===== src/rtl/sa_tile_sched.sv =====
// Tile scheduler for sa_matmul: walks an M x N x K tile grid (k innermost) and runs one
// start/done handshake per tile, presenting buffer base addresses and psum-accumulate.
module sa_tile_sched #(
  parameter int ROW    = 4,
  parameter int COL    = 4,
  parameter int W_SIZE = 256,
  parameter int I_SIZE = 256,
  parameter int O_SIZE = 256,
  parameter int W_TILE = ROW,
  parameter int I_TILE = 16,
  parameter int O_TILE = 16,
  parameter int CNT_W  = 8
) (
  input  logic                      clk_i,
  input  logic                      rstn_i,
  input  logic                      cfg_valid_i,
  output logic                      cfg_ready_o,
  input  logic [CNT_W-1:0]          cfg_m_i,
  input  logic [CNT_W-1:0]          cfg_n_i,
  input  logic [CNT_W-1:0]          cfg_k_i,
  input  logic                      abort_i,
  output logic                      mm_start_o,
  input  logic                      mm_done_i,
  output logic                      mm_psum_en_o,
  output logic [$clog2(W_SIZE)-1:0] wb_base_o,
  output logic [$clog2(I_SIZE)-1:0] ib_base_o,
  output logic [$clog2(O_SIZE)-1:0] ob_base_o,
  output logic [$clog2(O_SIZE)-1:0] ps_base_o,
  output logic [CNT_W-1:0]          tile_m_o,
  output logic [CNT_W-1:0]          tile_n_o,
  output logic [CNT_W-1:0]          tile_k_o,
  output logic                      busy_o,
  output logic                      done_o,
  output logic                      aborted_o
);

  localparam int WA = $clog2(W_SIZE);
  localparam int IA = $clog2(I_SIZE);
  localparam int OA = $clog2(O_SIZE);

  // Base addresses wrap by plain truncation, which is only a modulo for power-of-two depths.
  if (ROW < 1 || COL < 1 || (W_SIZE & (W_SIZE - 1)) != 0 ||
      (I_SIZE & (I_SIZE - 1)) != 0 || (O_SIZE & (O_SIZE - 1)) != 0) begin : g_cfg_check
    $error("sa_tile_sched: array dims must be >0 and buffer depths powers of two");
  end

  typedef enum logic [2:0] {
    S_IDLE, S_LOAD, S_START, S_WAIT, S_RELEASE, S_FINISH
  } state_t;

  state_t           state, state_nxt;
  logic [CNT_W-1:0] m_cnt, n_cnt, k_cnt;
  logic [CNT_W-1:0] m_nxt, n_nxt, k_nxt;
  logic [CNT_W-1:0] n_eff, k_eff;
  logic             idx_ld, last_tile, abort_hit;

  assign abort_hit   = abort_i && (state != S_IDLE);
  assign last_tile   = (tile_m_o == m_cnt - CNT_W'(1)) && (tile_n_o == n_cnt - CNT_W'(1)) &&
                       (tile_k_o == k_cnt - CNT_W'(1));
  // On accept the counts are not latched yet, so the first tile's bases use the live config.
  assign n_eff       = (state == S_IDLE) ? cfg_n_i : n_cnt;
  assign k_eff       = (state == S_IDLE) ? cfg_k_i : k_cnt;

  assign cfg_ready_o = (state == S_IDLE);
  assign busy_o      = (state != S_IDLE);
  assign mm_start_o  = (state == S_START) || (state == S_WAIT);
  assign ps_base_o   = ob_base_o;

  always_comb begin
    state_nxt = state;
    idx_ld    = 1'b0;
    m_nxt     = tile_m_o;
    n_nxt     = tile_n_o;
    k_nxt     = tile_k_o;
    unique case (state)
      S_IDLE: begin
        if (cfg_valid_i) begin
          idx_ld    = 1'b1;
          m_nxt     = '0;
          n_nxt     = '0;
          k_nxt     = '0;
          state_nxt = (cfg_m_i == '0 || cfg_n_i == '0 || cfg_k_i == '0) ? S_FINISH : S_LOAD;
        end
      end
      S_LOAD:  state_nxt = S_START;
      S_START: state_nxt = S_WAIT;
      S_WAIT:  if (mm_done_i) state_nxt = S_RELEASE;
      S_RELEASE: begin
        if (!mm_done_i) begin
          if (last_tile) begin
            state_nxt = S_FINISH;
          end else begin
            idx_ld    = 1'b1;
            state_nxt = S_LOAD;
            if (tile_k_o != k_cnt - CNT_W'(1)) begin
              k_nxt = tile_k_o + CNT_W'(1);
            end else begin
              k_nxt = '0;
              if (tile_n_o != n_cnt - CNT_W'(1)) begin
                n_nxt = tile_n_o + CNT_W'(1);
              end else begin
                n_nxt = '0;
                m_nxt = tile_m_o + CNT_W'(1);
              end
            end
          end
        end
      end
      S_FINISH: state_nxt = S_IDLE;
      default:  state_nxt = S_IDLE;
    endcase
    if (abort_hit) begin
      state_nxt = S_IDLE;
      idx_ld    = 1'b0;
    end
  end

  always_ff @(posedge clk_i or negedge rstn_i) begin
    if (!rstn_i) begin
      state        <= S_IDLE;
      m_cnt        <= '0;
      n_cnt        <= '0;
      k_cnt        <= '0;
      tile_m_o     <= '0;
      tile_n_o     <= '0;
      tile_k_o     <= '0;
      mm_psum_en_o <= 1'b0;
      wb_base_o    <= '0;
      ib_base_o    <= '0;
      ob_base_o    <= '0;
      done_o       <= 1'b0;
      aborted_o    <= 1'b0;
    end else begin
      state     <= state_nxt;
      done_o    <= (state == S_FINISH) && !abort_i;
      aborted_o <= abort_hit;
      if (state == S_IDLE && cfg_valid_i) begin
        m_cnt <= cfg_m_i;
        n_cnt <= cfg_n_i;
        k_cnt <= cfg_k_i;
      end
      // Bases are loaded together with the indices on entry to LOAD, so they lead start.
      if (idx_ld) begin
        tile_m_o     <= m_nxt;
        tile_n_o     <= n_nxt;
        tile_k_o     <= k_nxt;
        mm_psum_en_o <= (k_nxt != '0);
        wb_base_o    <= WA'((WA'(k_nxt) * WA'(n_eff) + WA'(n_nxt)) * WA'(W_TILE));
        ib_base_o    <= IA'((IA'(m_nxt) * IA'(k_eff) + IA'(k_nxt)) * IA'(I_TILE));
        ob_base_o    <= OA'((OA'(m_nxt) * OA'(n_eff) + OA'(n_nxt)) * OA'(O_TILE));
      end
    end
  end

endmodule


===== config.mk =====
export PLATFORM = sky130hd
export DESIGN_NAME = sa_tile_sched
export DESIGN_NICKNAME = d
export VERILOG_FILES = /design/src/rtl/sa_tile_sched.sv
export SDC_FILE = /design/constraint.sdc
export NUM_CORES = 1
export LEC_CHECK = 0
export ABC_CLOCK_PERIOD_IN_PS = 7810
export CELL_PAD_IN_SITES_DETAIL_PLACEMENT = 0
export CELL_PAD_IN_SITES_GLOBAL_PLACEMENT = 1
export CORE_ASPECT_RATIO = 1.5
export CORE_MARGIN = 4
export CORE_UTILIZATION = 41
export CTS_CLUSTER_SIZE = 40
export DETAILED_ROUTE_END_ITERATION = 6
export PLACE_DENSITY_LB_ADDON = 0.05
export RECOVER_POWER = 25
export SLEW_MARGIN = 30
export SYNTH_ARGS = -nofsm -noshare
export SYNTH_HDL_FRONTEND = slang
export SYNTH_SLANG_ARGS = --single-unit

===== constraint.sdc =====
create_clock -name clk_i -period 7.81 [get_ports clk_i]
set_input_delay 1.1715 -clock clk_i [delete_from_list [all_inputs] [get_ports clk_i]]
set_output_delay 1.1715 -clock clk_i [all_outputs]
set_load 0.005 [all_outputs]

* Yosys cells after proc, flatten, opt, wreduce, memory -nomap -nowiden *
Cells that the tools add are included.

word-level totals
  flip-flop bits (word level) = 68
  input port bits = 29
  output and inout port bits = 62
  word-level logic and storage cells = 85

cells by class
  multiply operators = 3
  add/subtract/negate cells = 9
  eq/ne operators = 13
  mux-type cells = 31
  reduce and logical (&&, ||, !) cells = 16

operator list
  kind                   number
  $mux W8                16
  $pmux W8 S2            3
  $add A8 B1 Y8 const B  3
  $eq A8 B8 Y1           3
  $logic_not A8 Y1       3
  $sub A8 B1 Y8 const B  3
  $mux W3                6
  $mul A8 B8 Y4          2
  $ne A8 B8 Y1           2
  $pmux W3 S5            1
  $add A4 B4 Y4          2
  $mul A8 B8 Y6          1
  $reduce_bool A8 Y1     1
  $add A6 B6 Y6          1
  $eq A3 B2 Y1 const B   2
  $eq A3 B3 Y1 const B   2
  $ne A3 B3 Y1 const B   2
  $logic_and A1 B1 Y1    5
  $mux W1                4
  $eq A3 B1 Y1 const B   1
  $logic_not A3 Y1       1
  $logic_or A1 B1 Y1     3
  $ne A3 B2 Y1 const B   1
  $reduce_and A3 Y1      1
  other kinds (3)        3

* Longest topological paths before layout *
  depth in word-level cells = 9
  gate-level depth with buffers = 26
  gate-level depth less buffers = 24

* Worst setup path before layout *
Ideal clock, no wire load.

  kind = reg-to-reg
  from = register k_cnt[0]
  to = register wb_base_o[7]
  required time = 7.734 ns
  buffers on the path = 0
  arrival = 6.577 ns
  library setup time = 0.076 ns
  slack = 1.157 ns
  clock period less this slack = 6.653 ns
  stages on the path, launching flop included = 25
  cell sequence = dfrtp_1 inv_1 ha_1 or3b_1 or4_4 a2111oi_4 o21ai_2 nor4_2 o31ai_1 a31o_2 or2_2 fa_1 inv_1 ha_1 inv_1 fa_1 fa_1 inv_1 ha_1 a21oi_1 xnor2_1 xnor2_1 xnor2_1 xnor3_1 o21ai_1

on the way
  cells in the longest elaborated chain, start to end = 8
  elaborated cells between the ends (all ways) = 18
  classes of those cells = add/sub (2); mul (1); eq/ne (2); mux (12); reduce/logical (1)

RTL lines
  item                                            line    RTL
  start, declared                                 52      logic [CNT_W-1:0] m_cnt, n_cnt, k_cnt;
  start signal, assigned                          140     k_cnt <= cfg_k_i;
  $sub A8 B1 Y8 *                                 59, 95
  $ne A8 B8 Y1 or $eq A8 B8 Y1 (tied branches)    95, 59
  $mux W8 or $logic_and A1 B1 Y1 (tied branches)  95, 58
  $mux W8                                         90      if (last_tile) begin
  $mux W8                                         89      if (!mm_done_i) begin
  $pmux W8 S2                                     75      unique case (state)
  $mul A8 B8 Y6                                   148     wb_base_o <= WA'((WA'(k_nxt) * WA'(n_eff) + WA'(n_nxt)) * WA'(W_TILE));
  $add A6 B6 Y6                                   148
  end signal, assigned                            148
  end, declared                                   25      output logic [$clog2(W_SIZE)-1:0] wb_base_o,

Mark *: on every way between the ends. The rest lies on a longest branch, timed or not.
A chain may end at the register's enable or synchronous reset.

* Worst setup path in the final report *
Ends and elaborated chain as after synthesis.

==> results.yml <==
floorplan:
  die_area_mm2: 0.0159
  core-area_mm2: 0.0136
  start_util_pct: 41.9
  rows: 52
  die_w_um: 104
  die_h_um: 152
  ios: 91
logic_synthesis:
  yosysSeqAreaShare_pct: 29.8
  synthDistinctLibCells: 79
  async_flop_share_pct: 100
  synth_ff_type: "dfrtp_1"
  syn-cell-area_mm2: 0.00570
  yosysWarnings: 0
  syn_avg_cell_area_um2: 8.25
  ys_ff_latch: 68
  synth_edf_count: 0
  synth_cells: 691
setup_path:
  r2r_cells: 25
  slowest_stage: "fa_1"
  slowest_delay_ps: 540
  critPathArrivalTime_ps: 7320
  path_buf_inv: 5
  criticalPathCategory: "flip-flop to flip-flop"
  rrSetupSlack_ps: 760
  timing.rr.end: "wb_base_o[7]"
  critical_path.startpoint_type: "flip-flop"
  cp_max_fo: 9
  path_delay_family: "adder cells"
  endpoint_kind: "flip-flop"
  required_ps: 8080
  cpMostUsedCell: "inv_1"
  crit-reg2reg-launch: "k_cnt[0]"
clock_network:
  holdBufCountCts: 0
  h-tree-depth: 3
  cts_buffer_depth: 2
  path_clk_slew_ps: 60
  cts_setup_buffers: 0
  clock_latency_ps: 340
  cts_tree: "built"
  root_buffer: "clkbuf_16"
  clock-sinks: 68
  cts_buffers: 9
  cts-resized-gates: 0
detailed_routing:
  drc: 0
  drt-total-wl_um: 18100
  routedWlPerCell_um: 19.6
  drtAntennaViolNets: 0
  via_count: 5249
  viasPerCell: 5.69
  detail_route.iter0.violations: 292
  drtPass1Iterations: 5
pwr:
  swShare_pct: 43.7
  p_comb_share_pct: 55.6
  power_switching_w: 0.00110
  vdd_ir_drop_max_mv: 0.181
  seq_power_share_pct: 25.1
  intPower_w: 0.00142
  power_density_mw_per_mm2: 367
  p_clk_share_pct: 19.3
  p_leak_nw: 2.99
global_route:
  antenna_found_initial: 0
  grt_pass1_wl_um: 29300
  grtUsageTotal_pct: 23.2
  grt-ovfl-total: 0
  grt_pass1_vias: 5353
  grt_max_degree: 69
timing:
  finalCriticalPeriod_ps: 7050
  tns_ps: 0
  rsz0062_at_grt: "false"
  fin_crit_sh_pct: 90.3
  hold_viol: 0
  worst_slack_ps: 757
  slew-limit-headroom_pct: -166
  fin_worst_skew_ps: 8.38
  final-setup-viol-count: 0
  worst_pin_slew_ps: 3990
  slew_violations: 69
  fmax_mhz: 142
final_layout:
  multiInputGateArea_mm2: 0.00365
  syn_to_final_growth_pct: 20.9
  layout-drive-gt1-share_pct: 6.97
  nets: 826
  diodes: 0
  instances_no_fill: 922
  seqCellArea_mm2: 0.00170
  finish.utilization_pct: 50.7
  fill_cells: 1350
run:
  drv_cap: 1
worst_hold_path:
  holdPathEnd: "ib_base_o[4]"
  holdPathStages: 2
  hold_class: "flip-flop to flip-flop"
  min_from: "ib_base_o[4]"
status:
  run_status: "complete, but fails checks"
  violations: "capacitance limit, slew limit"
placement:
  dp_cells: 906
  hpwl_um: 13600
  gp_congestion: 0.895
  io_buffers: 76
  place_ws_ps: 753
cells in the mapped netlist (4+ instances only):
library cell	count	area [um2]
nand2_1	119	447
nor2_1	71	267
dfrtp_1	68	1700
xnor2_1	40	350
o21ai_0	38	190
inv_1	34	128
ha_1	31	388
a21oi_1	26	130
clkbuf_1	25	93.8
buf_4	18	135
nand3_1	17	85.1
nor3_1	13	65.1
nor4_1	12	75.1
fa_1	11	220
mux2i_1	11	110
xor2_1	11	96.3
o31ai_1	10	75.1
a31oi_1	7	43.8
and3_1	7	43.8
a211oi_1	5	37.5
and2_1	5	31.3
o211ai_1	5	37.5
or2_2	5	31.3
buf_2	4	20.0
nor2b_1	4	25.0
o21ai_1	4	20.0
or3_1	4	25.0
xnor3_1	4	90.1
tightest hold or removal path, stage by stage, from the launching register on:
cell,delay (ps)
dfrtp_1,340
nand2_1,50
nand2_1,50
power groups by stage:
stage,Combinational (W),Clock (W),Sequential [W]
after floorplan,0.000992,0,0.000582
after global placement,0.00140,0,0.000634
after detailed placement,0.00141,0,0.000637
after CTS,0.00143,0.000493,0.000633
after global routing,0.00158,0.000512,0.000658
final,0.00141,0.000487,0.000635
flip-flops by register name (all words and copies together), names as in the netlist, 4 cells and up, named ones only:
name / cells
k_cnt: 8
m_cnt: 8
n_cnt: 8
tile_k_o: 8
tile_n_o: 8
wb_base_o: 6
ib_base_o: 4
ob_base_o: 4
tile_m_o: 4
layout make-up:
class	count	share of cell area (%)
Multi-Input combinational cell	551	53.0
Sequential cell	68	24.7
Timing Repair Buffer	90	12.4
Clock buffer	9	3.27
Tap cell	162	2.94
Inverter	35	1.91
Clock inverter	7	1.76
cell families after synthesis:
logic type	after synthesis	share of synthesized area [%]
other	1	0.0658
multiplexers	11	1.93
adder cells (fa/ha/maj)	42	10.7
AND/OR/NAND/NOR	282	23.0
AO/OA/AOI/OAI	147	18.1
buffers and inverters	85	7.02
flip-flops	68	29.8
XOR/XNOR	55	9.41
per-stage QoR:
stage          hold slack (ps)  cell area (um2)  power (W)
2_1_floorplan              463             5750    0.00157
3_3_place_gp               454             6550    0.00203
3_5_place_dp               460             6550    0.00205
4_1_cts                    477             6900    0.00255
5_1_grt                    523             6890    0.00275
6_report                   472             6890    0.00253
routing by layer:
metal	track usage, %	routed length [um]
met5	0	0
met4	8.43	453
met2	41.4	9650
met1	28.1	7250
met3	3.18	718
worst max path at each step:
stage	startpoint	endpoint	slack [ps]	cells after the start
6_report	k_cnt[0]	wb_base_o[7]	760	25
5_1_grt	k_cnt[0]	wb_base_o[7]	370	25
4_1_cts	k_cnt[0]	wb_base_o[7]	730	25
3_5_place_dp	k_cnt[0]	wb_base_o[7]	750	25
3_3_place_gp	k_cnt[0]	wb_base_o[7]	920	25
2_1_floorplan	k_cnt[0]	wb_base_o[7]	1160	24
cells in the final DEF (no fill, tap or decap), types with 4 or more instances in the layout:
cell and count:
nor3_1 13, clkbuf_16 9, nand3_1 17, or2_2 5
ha_1 31, conb_1 14, nor4_1 12, nor2b_1 4
and2_1 4, o21ai_0 38, xnor3_1 4, and3_1 7
o211ai_1 5, a31oi_1 7, inv_1 34, a21oi_1 26
or3_1 4, o21ai_1 4, fa_1 11, mux2i_1 11
xnor2_1 40, xor2_1 11, nand2_1 119, nor2_1 70
clkdlybuf4s50_1 75, dfrtp_1 68, buf_4 13, o31ai_1 10
a211oi_1 5
Power figures use the tool's default switching activity.
